$ cat src/rtl/e203_exu_fpu_wbck.sv
// FPU writeback arbiter: fixed-priority merge of long-pipe, load and short-pipe
// results onto the single regfile write port, plus the long-pipe busy scoreboard.
module e203_exu_fpu_wbck #(
  parameter int XLEN        = 32,
  parameter int RFIDX_WIDTH = 5,
  parameter int RFREG_NUM   = 32
) (
  input  logic                   clk,
  input  logic                   rst,

  input  logic                   alu_wbck_i_valid,
  output logic                   alu_wbck_i_ready,
  input  logic [RFIDX_WIDTH-1:0] alu_wbck_i_idx,
  input  logic [XLEN-1:0]        alu_wbck_i_dat,

  input  logic                   lsu_wbck_i_valid,
  output logic                   lsu_wbck_i_ready,
  input  logic [RFIDX_WIDTH-1:0] lsu_wbck_i_idx,
  input  logic [XLEN-1:0]        lsu_wbck_i_dat,

  input  logic                   lng_wbck_i_valid,
  output logic                   lng_wbck_i_ready,
  input  logic [RFIDX_WIDTH-1:0] lng_wbck_i_idx,
  input  logic [XLEN-1:0]        lng_wbck_i_dat,

  input  logic                   lng_issue_valid,
  input  logic [RFIDX_WIDTH-1:0] lng_issue_idx,

  output logic                   wbck_dest_wen,
  output logic [RFIDX_WIDTH-1:0] wbck_dest_idx,
  output logic [XLEN-1:0]        wbck_dest_dat,
  output logic [RFREG_NUM-1:0]   rf_busy,
  output logic                   wbck_err
);

  logic                   w_grant;
  logic [RFIDX_WIDTH-1:0] w_sel_idx;
  logic [XLEN-1:0]        w_sel_dat;
  logic [RFREG_NUM-1:0]   w_set;
  logic [RFREG_NUM-1:0]   w_clr;
  logic                   w_err_issue;
  logic                   w_err_wbck;

  logic                   r_wen;
  logic [RFIDX_WIDTH-1:0] r_idx;
  logic [XLEN-1:0]        r_dat;
  logic [RFREG_NUM-1:0]   r_busy;
  logic                   r_err;

  // Regfile never stalls, so the ready of the winning source is the handshake.
  always_comb begin
    lng_wbck_i_ready = 1'b0;
    lsu_wbck_i_ready = 1'b0;
    alu_wbck_i_ready = 1'b0;
    w_sel_idx        = alu_wbck_i_idx;
    w_sel_dat        = alu_wbck_i_dat;
    if (!rst) begin
      if (lng_wbck_i_valid) begin
        lng_wbck_i_ready = 1'b1;
        w_sel_idx        = lng_wbck_i_idx;
        w_sel_dat        = lng_wbck_i_dat;
      end else if (lsu_wbck_i_valid) begin
        lsu_wbck_i_ready = 1'b1;
        w_sel_idx        = lsu_wbck_i_idx;
        w_sel_dat        = lsu_wbck_i_dat;
      end else if (alu_wbck_i_valid) begin
        alu_wbck_i_ready = 1'b1;
      end
    end
    w_grant = lng_wbck_i_ready | lsu_wbck_i_ready | alu_wbck_i_ready;
  end

  always_comb begin
    w_set = '0;
    w_clr = '0;
    if (lng_issue_valid)  w_set = RFREG_NUM'(1) << lng_issue_idx;
    if (lng_wbck_i_ready) w_clr = RFREG_NUM'(1) << lng_wbck_i_idx;
    w_err_issue = lng_issue_valid & r_busy[lng_issue_idx] & ~w_clr[lng_issue_idx];
    w_err_wbck  = lng_wbck_i_ready & ~r_busy[lng_wbck_i_idx];
  end

  always_ff @(posedge clk) begin
    if (rst) begin
      r_wen  <= 1'b0;
      r_idx  <= '0;
      r_dat  <= '0;
      r_busy <= '0;
      r_err  <= 1'b0;
    end else begin
      r_wen <= w_grant;
      if (w_grant) begin
        r_idx <= w_sel_idx;
        r_dat <= w_sel_dat;
      end
      // Set is applied after clear so a same-index reissue keeps the bit.
      r_busy <= (r_busy & ~w_clr) | w_set;
      if (w_err_issue || w_err_wbck) r_err <= 1'b1;
    end
  end

  assign wbck_dest_wen = r_wen;
  assign wbck_dest_idx = r_idx;
  assign wbck_dest_dat = r_dat;
  assign rf_busy       = r_busy;
  assign wbck_err      = r_err;

endmodule

$ cat config.mk
export PLATFORM = sky130hd
export DESIGN_NAME = e203_exu_fpu_wbck
export DESIGN_NICKNAME = d
export VERILOG_FILES = /design/src/rtl/e203_exu_fpu_wbck.sv
export SDC_FILE = /design/constraint.sdc
export NUM_CORES = 1
export LEC_CHECK = 0
export CORE_UTILIZATION = 35
export DETAILED_ROUTE_END_ITERATION = 12
export PLACE_DENSITY = 0.79
export SLEW_MARGIN = 20
export SYNTH_ARGS = -nofsm -noshare
export SYNTH_HDL_FRONTEND = slang
export SYNTH_SLANG_ARGS = --single-unit
$ cat constraint.sdc
create_clock -name clk -period 2.4 [get_ports clk]
set_input_delay 0.36 -clock clk [delete_from_list [all_inputs] [get_ports clk]]
set_output_delay 0.36 -clock clk [all_outputs]
set_load 0.05 [all_outputs]
==> metrics.md, run 1 <==
| Metric | Value |
|---|---|
| Placed cell count | between 800 and 900 |
| Htree depth | 3 |
| Ant diodes | 0 |
| Post-Syn Area | 4020 um^2 |
| CP Capture Type | flop |
| Reg clk slew, reported paths | 60 ps |
| Aggregate global routing overflow | 0 |
| Drt pass-1 iters | 5 |
| Cts repair resizes | 0 |
| Fin cells | 842 |
| Asr flop ratio synth | 0 |
| Tcrit/Tclk final | 0.943 |
| Die width | 109 um |
| F_max | approximately 440 MHz |
| CP max FO | 14 |
| #FFs+latches synth | around 70 |
| Vias per cell | 5.42 |
| Detailed placement HPWL | 10.8 mm |
| WHS | 449 ps |
| Hold crit path type | reg -> reg |
| Largest net degree at the start of global routing | between 70 and 80 |
| Syn Nets | 632 |
| Antenna-violating nets left | 0 |
| Clock power share | 0.417 |
| Most common cell in the netlist | nand2_1 |
| Sequential share of power | 0.343 |
| Crit path time final | 2260 ps |
| Total number of vias | 4565 |
| Initial antenna violation count | 0 |
| First-pass GRT wire length | around 21 mm |
| Predominant post-synthesis flop cell | dfxtp_1 |
| Placed cell area | 6200 um^2 |
| Top post-synthesis cells by area | dfxtp_1 35%, nand2_1 14%, mux2i_1 10% |
| Port bufs | just under 200 |
| Status | finished, final reports clean |
| Leakage Power | 2.47 nW |
| Rel. slew slack | 0.569 |
| TNS Setup | 0 ps |
| Post-CTS Hold Fix Bufs | 0 |
| Pwr dens | around 560 nW/um^2 |
| Hold violation count in the final report | 0 |
| Net switching power | approximately 1 mW |
| Layout area overhead | 62.9% |
| Worst skew pair latency | 330 ps |
| CTS tree | yes |
| Clk sinks | 71 |
| Final Cell Area | 6550 um^2 |
| Setup CP Type | in -> reg |
| Routed wire per std cell | 17.0 um |
| Top-Level Pins | approximately 200 |
| Max cap viols | 0 |
| Tot GR Track Use | 0.229 |
| Row count | 38 |
| Final WL | about 14 mm |
| Syn_area_per_cell | 7.88 um^2 |
| Die height | 109 um |
| Clock Tree Buf Depth | 2 |
| Pre-CTS WS | -152 ps |
| Post-Synthesis Cells | 510 |
| Core Region | 11000 um^2 |
| Yosys warning total | 0 |
| Max Clock Skew | 6.08 ps |
| DRT iter0 DRCs | 376 |
| CTS Buf Count | 9 |
| RD Place Congestion | just under 1 |
| Initial Util | 0.364 |
| Share of layout cells above drive strength 1 | 0.0826 |
| Share of synthesized area occupied by flip-flops and latches | 0.354 |
| Required time worst endpoint | 2610 ps |
| Final setup vio count | 0 |
| Number of global-route vias before repair | 4166 |
| Critical Path Source Type | primary input |
| Tot Pwr | 3.68 mW |
| Logic gate share of total power | 0.240 |
| WP data arrival | 2480 ps |
| Root Driver | clkbuf_16 |
| Slew Viols, Final | 0 |
| Unrepaired setup endpoints after global routing | false |
| Drc violations | 0 |
| Least-Margin Pin Slew | approximately 650 ps |
| Design internal power | about 2.7 mW |
| Commonest cells post-synth | 146 x nand2_1, 71 x dfxtp_1, 70 x o21ai_0 |
| Synth top area share | 0.354 |
| Full die area | 11900 um^2 |
| Fillers | 999 |
| Setup ws final | around 140 ps |
| Post-synth EDFFs | 0 |
| Fin util | 0.594 |
| Peak supply drop | 0.349 mV |
| Synth area leader | dfxtp_1 |
| Netlist cell types | 35 |
| Setup bufs post-CTS | 0 |
| Fin nets | 820 |
| Switching share of power | 0.275 |
## kinds of logic after synthesis
group           share of synthesized area
xor+xnor                          0.00871
flops                               0.354
buf+inv                            0.0433
simple gates                        0.201
mux                                 0.204
compound gates                      0.189
## area by class of cell
type	count	area (um^2)	share of cell area
Multi-Input combinational cell	397	2440	0.373
Timing Repair Buffer	217	2160	0.329
Sequential cell	71	1420	0.217
Clock buffer	10	239	0.0365
Tap cell	140	175	0.0268
Clock inverter	5	106	0.0162
Inverter	2	7.51	0.00115
## power by group through the flow
stage                     sequential, mW  combinational, mW  clock [mW]
after floorplan                     1.47              0.290           0
after detailed placement            1.29              0.879           0
after global placement              1.29              0.868           0
after CTS                           1.26              0.883        1.56
after global routing                1.27              0.937        1.60
final                               1.26              0.883        1.53
## worst max-delay path, cell delays in order
cell and delay [ps]:
clkdlybuf4s50_1 460, buf_4 170, buf_4 220, mux4_1 600, mux2i_1 180, a2111oi_0 120, a221o_1 370
## layer usage
| layer | global-route usage | up-vias | routed length (um) |
|---|---|---|---|
| met2 | 0.398 | 218 | 7160 |
| li1 | - | 2168 | - |
| met3 | 0.0383 | 21 | 1050 |
| met5 | 0 | - | 0 |
| met1 | 0.288 | 2158 | 5920 |
| met4 | 0.0705 | 0 | 225 |
## path summary, 6_finish.rpt
path                            slack (ps)                to             start  cells after the start
worst max-delay path                   140          wbck_err  lng_issue_idx[0]                      7
worst max register to register         630          wbck_err       rf_busy[17]                      5
worst min register to register         450  wbck_dest_idx[2]  wbck_dest_idx[2]                      2
worst min-delay path                   450  wbck_dest_idx[2]  wbck_dest_idx[2]                      2
## sequential cells by signal (all words and copies together) (netlist names)
register and cells:
wbck_dest_idx 5, rf_busy 32, wbck_dest_dat 32, wbck_dest_wen 1
wbck_err 1
## placed cells by master (no fill, tap or decap), types with 2 or more instances in the layout
cell / Yosys / routed
buf_2: 7 / 3
bufinv_16: 0 / 3
nor2_1: 9 / 9
nor3_1: 4 / 3
mux4_2: 10 / 10
mux4_1: 7 / 7
a211oi_1: 2 / 2
mux2i_1: 41 / 41
nand2b_1: 3 / 3
o21ai_0: 70 / 70
nand3_1: 3 / 3
buf_12: 0 / 5
buf_4: 0 / 20
nand3b_1: 3 / 3
nand2_1: 146 / 146
and3b_1: 3 / 3
dfxtp_1: 71 / 71
nor4bb_1: 2 / 2
a21oi_1: 69 / 69
xor2_1: 4 / 4
clkdlybuf4s50_1: 0 / 189
clkbuf_16: 0 / 9
nor2b_1: 5 / 5
nor3b_1: 5 / 4
Note: power is estimated with default switching activity, not from simulation.
==> run 2: changes to the inputs <==
- ABC_CLOCK_PERIOD_IN_PS: unset -> 2400
==> results of run 2 <==
The final DEF is identical to that of run 1; final timing and power are the same.
